==> config.mk <==
export PLATFORM = sky130hd
export DESIGN_NAME = handshake_fifo_slice
export DESIGN_NICKNAME = d
export VERILOG_FILES = /design/src/rtl/handshake_pkg.sv /design/src/rtl/handshake_ram.sv /design/src/rtl/handshake_fifo_slice.sv
export SDC_FILE = /design/constraint.sdc
export NUM_CORES = 1
export LEC_CHECK = 0
export BUFFER_PORTS_ARGS = -buffer_cell sky130_fd_sc_hd__buf_4
export CAP_MARGIN = 20
export CORE_UTILIZATION = 50
export CTS_BUF_LIST = sky130_fd_sc_hd__clkbuf_8
export DETAILED_ROUTE_END_ITERATION = 16
export GPL_ROUTABILITY_DRIVEN = 0
export GPL_TIMING_DRIVEN = 1
export PLACE_DENSITY = 0.76
export REMOVE_ABC_BUFFERS = 1
export SLEW_MARGIN = 25
export SYNTH_ARGS = -nofsm -noshare
export SYNTH_HDL_FRONTEND = slang
export SYNTH_SLANG_ARGS = --single-unit
export TNS_END_PERCENT = 50
==> constraint.sdc <==
create_clock -name CLK -period 2.12 [get_ports CLK]
set_input_delay 0.212 -clock CLK [delete_from_list [all_inputs] [get_ports CLK]]
set_output_delay 0.212 -clock CLK [all_outputs]
set_load 0.02 [all_outputs]
==> src/rtl/handshake_pkg.sv <==
// Shared constants and elaboration helpers for the VALID/READY handshake block family.
package handshake_pkg;

  localparam int unsigned HS_WIDTH_DEFAULT = 8;
  localparam int unsigned HS_DEPTH_DEFAULT = 2;

  // Smallest r with 2**r >= v; usable in parameter expressions.
  function automatic int unsigned hs_clog2(input int unsigned v);
    int unsigned r;
    r = 0;
    for (int i = 0; i < 32; i++) begin
      if ((64'd1 << i) < 64'(v)) r = i + 1;
    end
    return r;
  endfunction

  function automatic bit hs_depth_legal(input int unsigned d);
    return (d >= 2) && ((d & (d - 1)) == 0);
  endfunction

endpackage

==> src/rtl/handshake_ram.sv <==
// WIDTH x DEPTH register array: synchronous write, asynchronous read, synchronous clear.
module handshake_ram
  import handshake_pkg::*;
#(
  parameter int unsigned WIDTH = HS_WIDTH_DEFAULT,
  parameter int unsigned DEPTH = HS_DEPTH_DEFAULT,
  localparam int unsigned AW   = hs_clog2(DEPTH)
) (
  input  logic             clk_i,
  input  logic             rst_i,
  input  logic             we_i,
  input  logic [AW-1:0]    waddr_i,
  input  logic [WIDTH-1:0] wdata_i,
  input  logic [AW-1:0]    raddr_i,
  output logic [WIDTH-1:0] rdata_o
);

  logic [WIDTH-1:0] mem_q [DEPTH];

  always_ff @(posedge clk_i) begin
    if (rst_i) begin
      for (int i = 0; i < DEPTH; i++) mem_q[i] <= '0;
    end else if (we_i) begin
      mem_q[waddr_i] <= wdata_i;
    end
  end

  assign rdata_o = mem_q[raddr_i];

endmodule

==> src/rtl/handshake_fifo_slice.sv <==
// Elastic VALID/READY buffer of DEPTH words; READY_UP/VALID_DOWN are decoded from the
// registered occupancy only, so no input reaches any output combinationally.
module handshake_fifo_slice
  import handshake_pkg::*;
#(
  parameter int unsigned WIDTH = HS_WIDTH_DEFAULT,
  parameter int unsigned DEPTH = HS_DEPTH_DEFAULT,
  localparam int unsigned PTR_W = hs_clog2(DEPTH),
  localparam int unsigned CNT_W = hs_clog2(DEPTH + 1)
) (
  input  logic             CLK,
  input  logic             RESET,
  input  logic             FLUSH,
  input  logic             VALID_UP,
  output logic             READY_UP,
  input  logic [WIDTH-1:0] DATA_UP,
  output logic             VALID_DOWN,
  input  logic             READY_DOWN,
  output logic [WIDTH-1:0] DATA_DOWN,
  output logic [CNT_W-1:0] COUNT
);

  if (!hs_depth_legal(DEPTH)) begin : g_depth_check
    $error("handshake_fifo_slice: DEPTH must be a power of two and >= 2");
  end

  localparam logic [CNT_W-1:0] FULL = CNT_W'(DEPTH);

  logic [CNT_W-1:0] count_q, count_d;
  logic [PTR_W-1:0] rd_ptr_q, rd_ptr_d;
  logic [PTR_W-1:0] wr_ptr_q, wr_ptr_d;
  logic             push, pop;

  assign READY_UP   = (count_q != FULL);
  assign VALID_DOWN = (count_q != '0);
  assign COUNT      = count_q;

  // A flush cycle swallows any handshake that would otherwise complete.
  assign push = VALID_UP && READY_UP && !FLUSH;
  assign pop  = VALID_DOWN && READY_DOWN && !FLUSH;

  always_comb begin
    count_d  = count_q;
    rd_ptr_d = rd_ptr_q;
    wr_ptr_d = wr_ptr_q;
    if (FLUSH) begin
      count_d  = '0;
      rd_ptr_d = '0;
      wr_ptr_d = '0;
    end else begin
      if (push) wr_ptr_d = wr_ptr_q + PTR_W'(1);
      if (pop)  rd_ptr_d = rd_ptr_q + PTR_W'(1);
      case ({push, pop})
        2'b10:   count_d = count_q + CNT_W'(1);
        2'b01:   count_d = count_q - CNT_W'(1);
        default: count_d = count_q;
      endcase
    end
  end

  always_ff @(posedge CLK) begin
    if (RESET) begin
      count_q  <= '0;
      rd_ptr_q <= '0;
      wr_ptr_q <= '0;
    end else begin
      count_q  <= count_d;
      rd_ptr_q <= rd_ptr_d;
      wr_ptr_q <= wr_ptr_d;
    end
  end

  handshake_ram #(
    .WIDTH (WIDTH),
    .DEPTH (DEPTH)
  ) u_ram (
    .clk_i   (CLK),
    .rst_i   (RESET),
    .we_i    (push),
    .waddr_i (wr_ptr_q),
    .wdata_i (DATA_UP),
    .raddr_i (rd_ptr_q),
    .rdata_o (DATA_DOWN)
  );

endmodule
==> reports/metrics.cfg <==
[status]
status=finished, final reports clean

[setup_path]
crit_type=reg -> reg
crit_fanout=6
r2r_setup_slack_ns=0.31
rr_worst_depth=5
timing.rr.end=COUNT[1]
critPathCapture=COUNT[1]
required_ns=2.31
crit_path_end_kind=flop
critPathLaunchType=flop
reg2reg_from=COUNT[0]
cp.arrival_ns=2.00
crit_start=COUNT[0]

[power_and_ir_drop]
combPwrFrac_pct=12.6
leakage_uw=0.0005092
power.switching_uw=178.9
power_density_nw_per_um2=664.5
switching_share_pct=21.78
report.power.total_uw=821.5
seqPwrFrac_pct=57.1
p_int_uw=642.6
clkPwrFrac_pct=30.4
ir_drop_v=0.0004596

[grt]
grt_first_pass_wirelength_um=2449
antenna_found_initial=0
grt_max_degree=12
grt_pass1_vias=564
gr-total-overflow=0
grt_use_total_pct=17.90

[sta]
fin_crit_sh_pct=85.35
setup_violations=0
fmax_mhz=552.7
relSlewSlack_pct=62.42
rsz0062_at_grt=false
hold_viol_final=0
finalClockSkew_ns=0.001771
min_period_ns=1.809
tightest_slew_ns=0.5637
setup_ws_ns=0.3107
timing.hold.ws_ns=0.2388
maxSlewViolCount=0
setup_tns_ns=0

[layout]
final_util_pct=70.07
final_cell_mix=buf_4, and2_1, edfxtp_1, mux2_2, dfxtp_1
drive_gt1_share_pct=42.16
nFillCells=158
nets=117
area_delta_synth_final_pct=27.98
num_antenna_cells=0
final_common_cell=buf_4

[route]
via_count=625
drc=0
drtAntennaViolNets=0
wl_um=1607
viasPerCell=4.921
drt_iter0_markers=12
wl_per_cell_um=12.65
dr.pass1.iters=4

[run]
cap_violations=0

[synthesis]
synth_top_family_by_area=simple AND/OR/NAND/NOR gates
synth_compound_area_share_pct=3.368
yosys.area_share.simple_pct=21.11
synth_cells=73
synth_xor_area_share_pct=2.720
synth_cell_types=19
ys_seq_elements=21
synth.avg_cell_area_um2=13.23
synth.yosys.warnings=0
yosysSeqAreaShare_pct=60.10
synth_area_um2=965.9
synthAdderAreaFrac_pct=1.295
synth_mux_area_share_pct=9.326

[floorplan]
die_h_um=45.95
start_util_pct=54.75
die-area_um2=2111
core_area_um2=1764
row_count=15
ios=25
die_w_um=45.95

[clock_tree]
clock_path_buffers=2
clock-sinks=21
htree_levels=1
cts_setup_buffers=0
clk_latency_ns=0.25
hold_buffers=0
cts-root-buf=clkbuf_8
cts.clk_slew.worst_paths_ns=0.07
cts_tree=done
cts_made_buffers=3
ctsResizeCount=0

[placed_design]
pre_cts_slack_ns=0.3240
port_buffers=24
dp.final_hpwl_um=1205

[hold_path]
hold_path.class=in -> reg

## state kept, by name (all words and copies together), names as in the netlist, named ones only
name	cells
rd_ptr_q	1
wr_ptr_q	1
COUNT	2
u_ram.mem_q	16
## Yosys cell counts
master	count	area, µm²
o21bai_1	1	7.510
o21ai_0	3	15.01
edfxtp_1	16	480.5
xor2_1	2	17.52
clkbuf_1	1	3.750
buf_2	1	5.000
or2_2	2	12.51
or3_1	3	18.77
a21oi_1	2	10.01
dfxtp_1	5	100.1
inv_1	3	11.26
or2_0	1	6.260
nor2_1	4	15.01
nor4_4	2	42.54
nor2b_2	1	8.760
xnor2_1	1	8.760
mux2_2	8	90.09
and2_1	16	100.1
ha_1	1	12.51
## per-layer routing
| layer | share of wire, % | wire (µm) | global-route usage, % |
|---|---|---|---|
| met5 | 0 | 0 | 0 |
| met4 | 0 | 0 | 8.824 |
| met3 | 3.4 | 55 | 5.159 |
| met2 | 57 | 909 | 31.27 |
| met1 | 40 | 642 | 19.54 |
## critical path, cell delays in order, from the launching register on
cell,delay (ns)
dfxtp_1,0.44
nor2b_2,0.13
or3_1,0.35
ha_1,0.35
or3_1,0.35
a21oi_1,0.13
## worst min path at each step
stage | start | end | slack, ns | cells after the start
after detailed placement | rd_ptr_q | flop | 0.50 | 2
after global placement | rd_ptr_q | rd_ptr_q | 0.49 | 2
after floorplan | DATA_UP[0] | u_ram.mem_q[0][0] | 0.41 | 1
after global routing | DATA_UP[2] | u_ram.mem_q[1][2] | 0.23 | 2
after CTS | DATA_UP[2] | u_ram.mem_q[1][2] | 0.24 | 2
final | DATA_UP[2] | u_ram.mem_q[1][2] | 0.24 | 2
## area by class of cell
cell class | instances | area, µm² | area share, %
sequential | 21 | 580.6 | 46.96
multi-input combinational | 47 | 365.4 | 29.55
inverter | 3 | 11.26 | 0.9109
clock buffer | 3 | 41.29 | 3.340
timing repair buffer | 27 | 202.7 | 16.40
clock inverter | 1 | 3.754 | 0.3036
tap | 25 | 31.28 | 2.530
## cell families after synthesis
kind of cell,after synthesis
AND/OR/NAND/NOR,29
flip-flops,21
multiplexers,8
AO/OA/AOI/OAI,6
buffers and inverters,5
XOR/XNOR,3
adder cells (fa/ha/maj),1
## power groups by stage
stage / clock network (µW) / logic [µW] / registers [µW]
final: 249 / 103 / 469
after floorplan: 0 / 54.6 / 477
after global routing: 269 / 111 / 472
after global placement: 0 / 103 / 477
after detailed placement: 0 / 104 / 479
after CTS: 255 / 104 / 469
## metrics by stage
stage          std cells  cell area [µm²]
3_3_place_gp         123             1191
6_report             127             1236
3_5_place_dp         123             1191
5_1_grt              127             1236
2_1_floorplan         71            957.2
4_1_cts              127             1236
(Power assumes the default switching activity.)
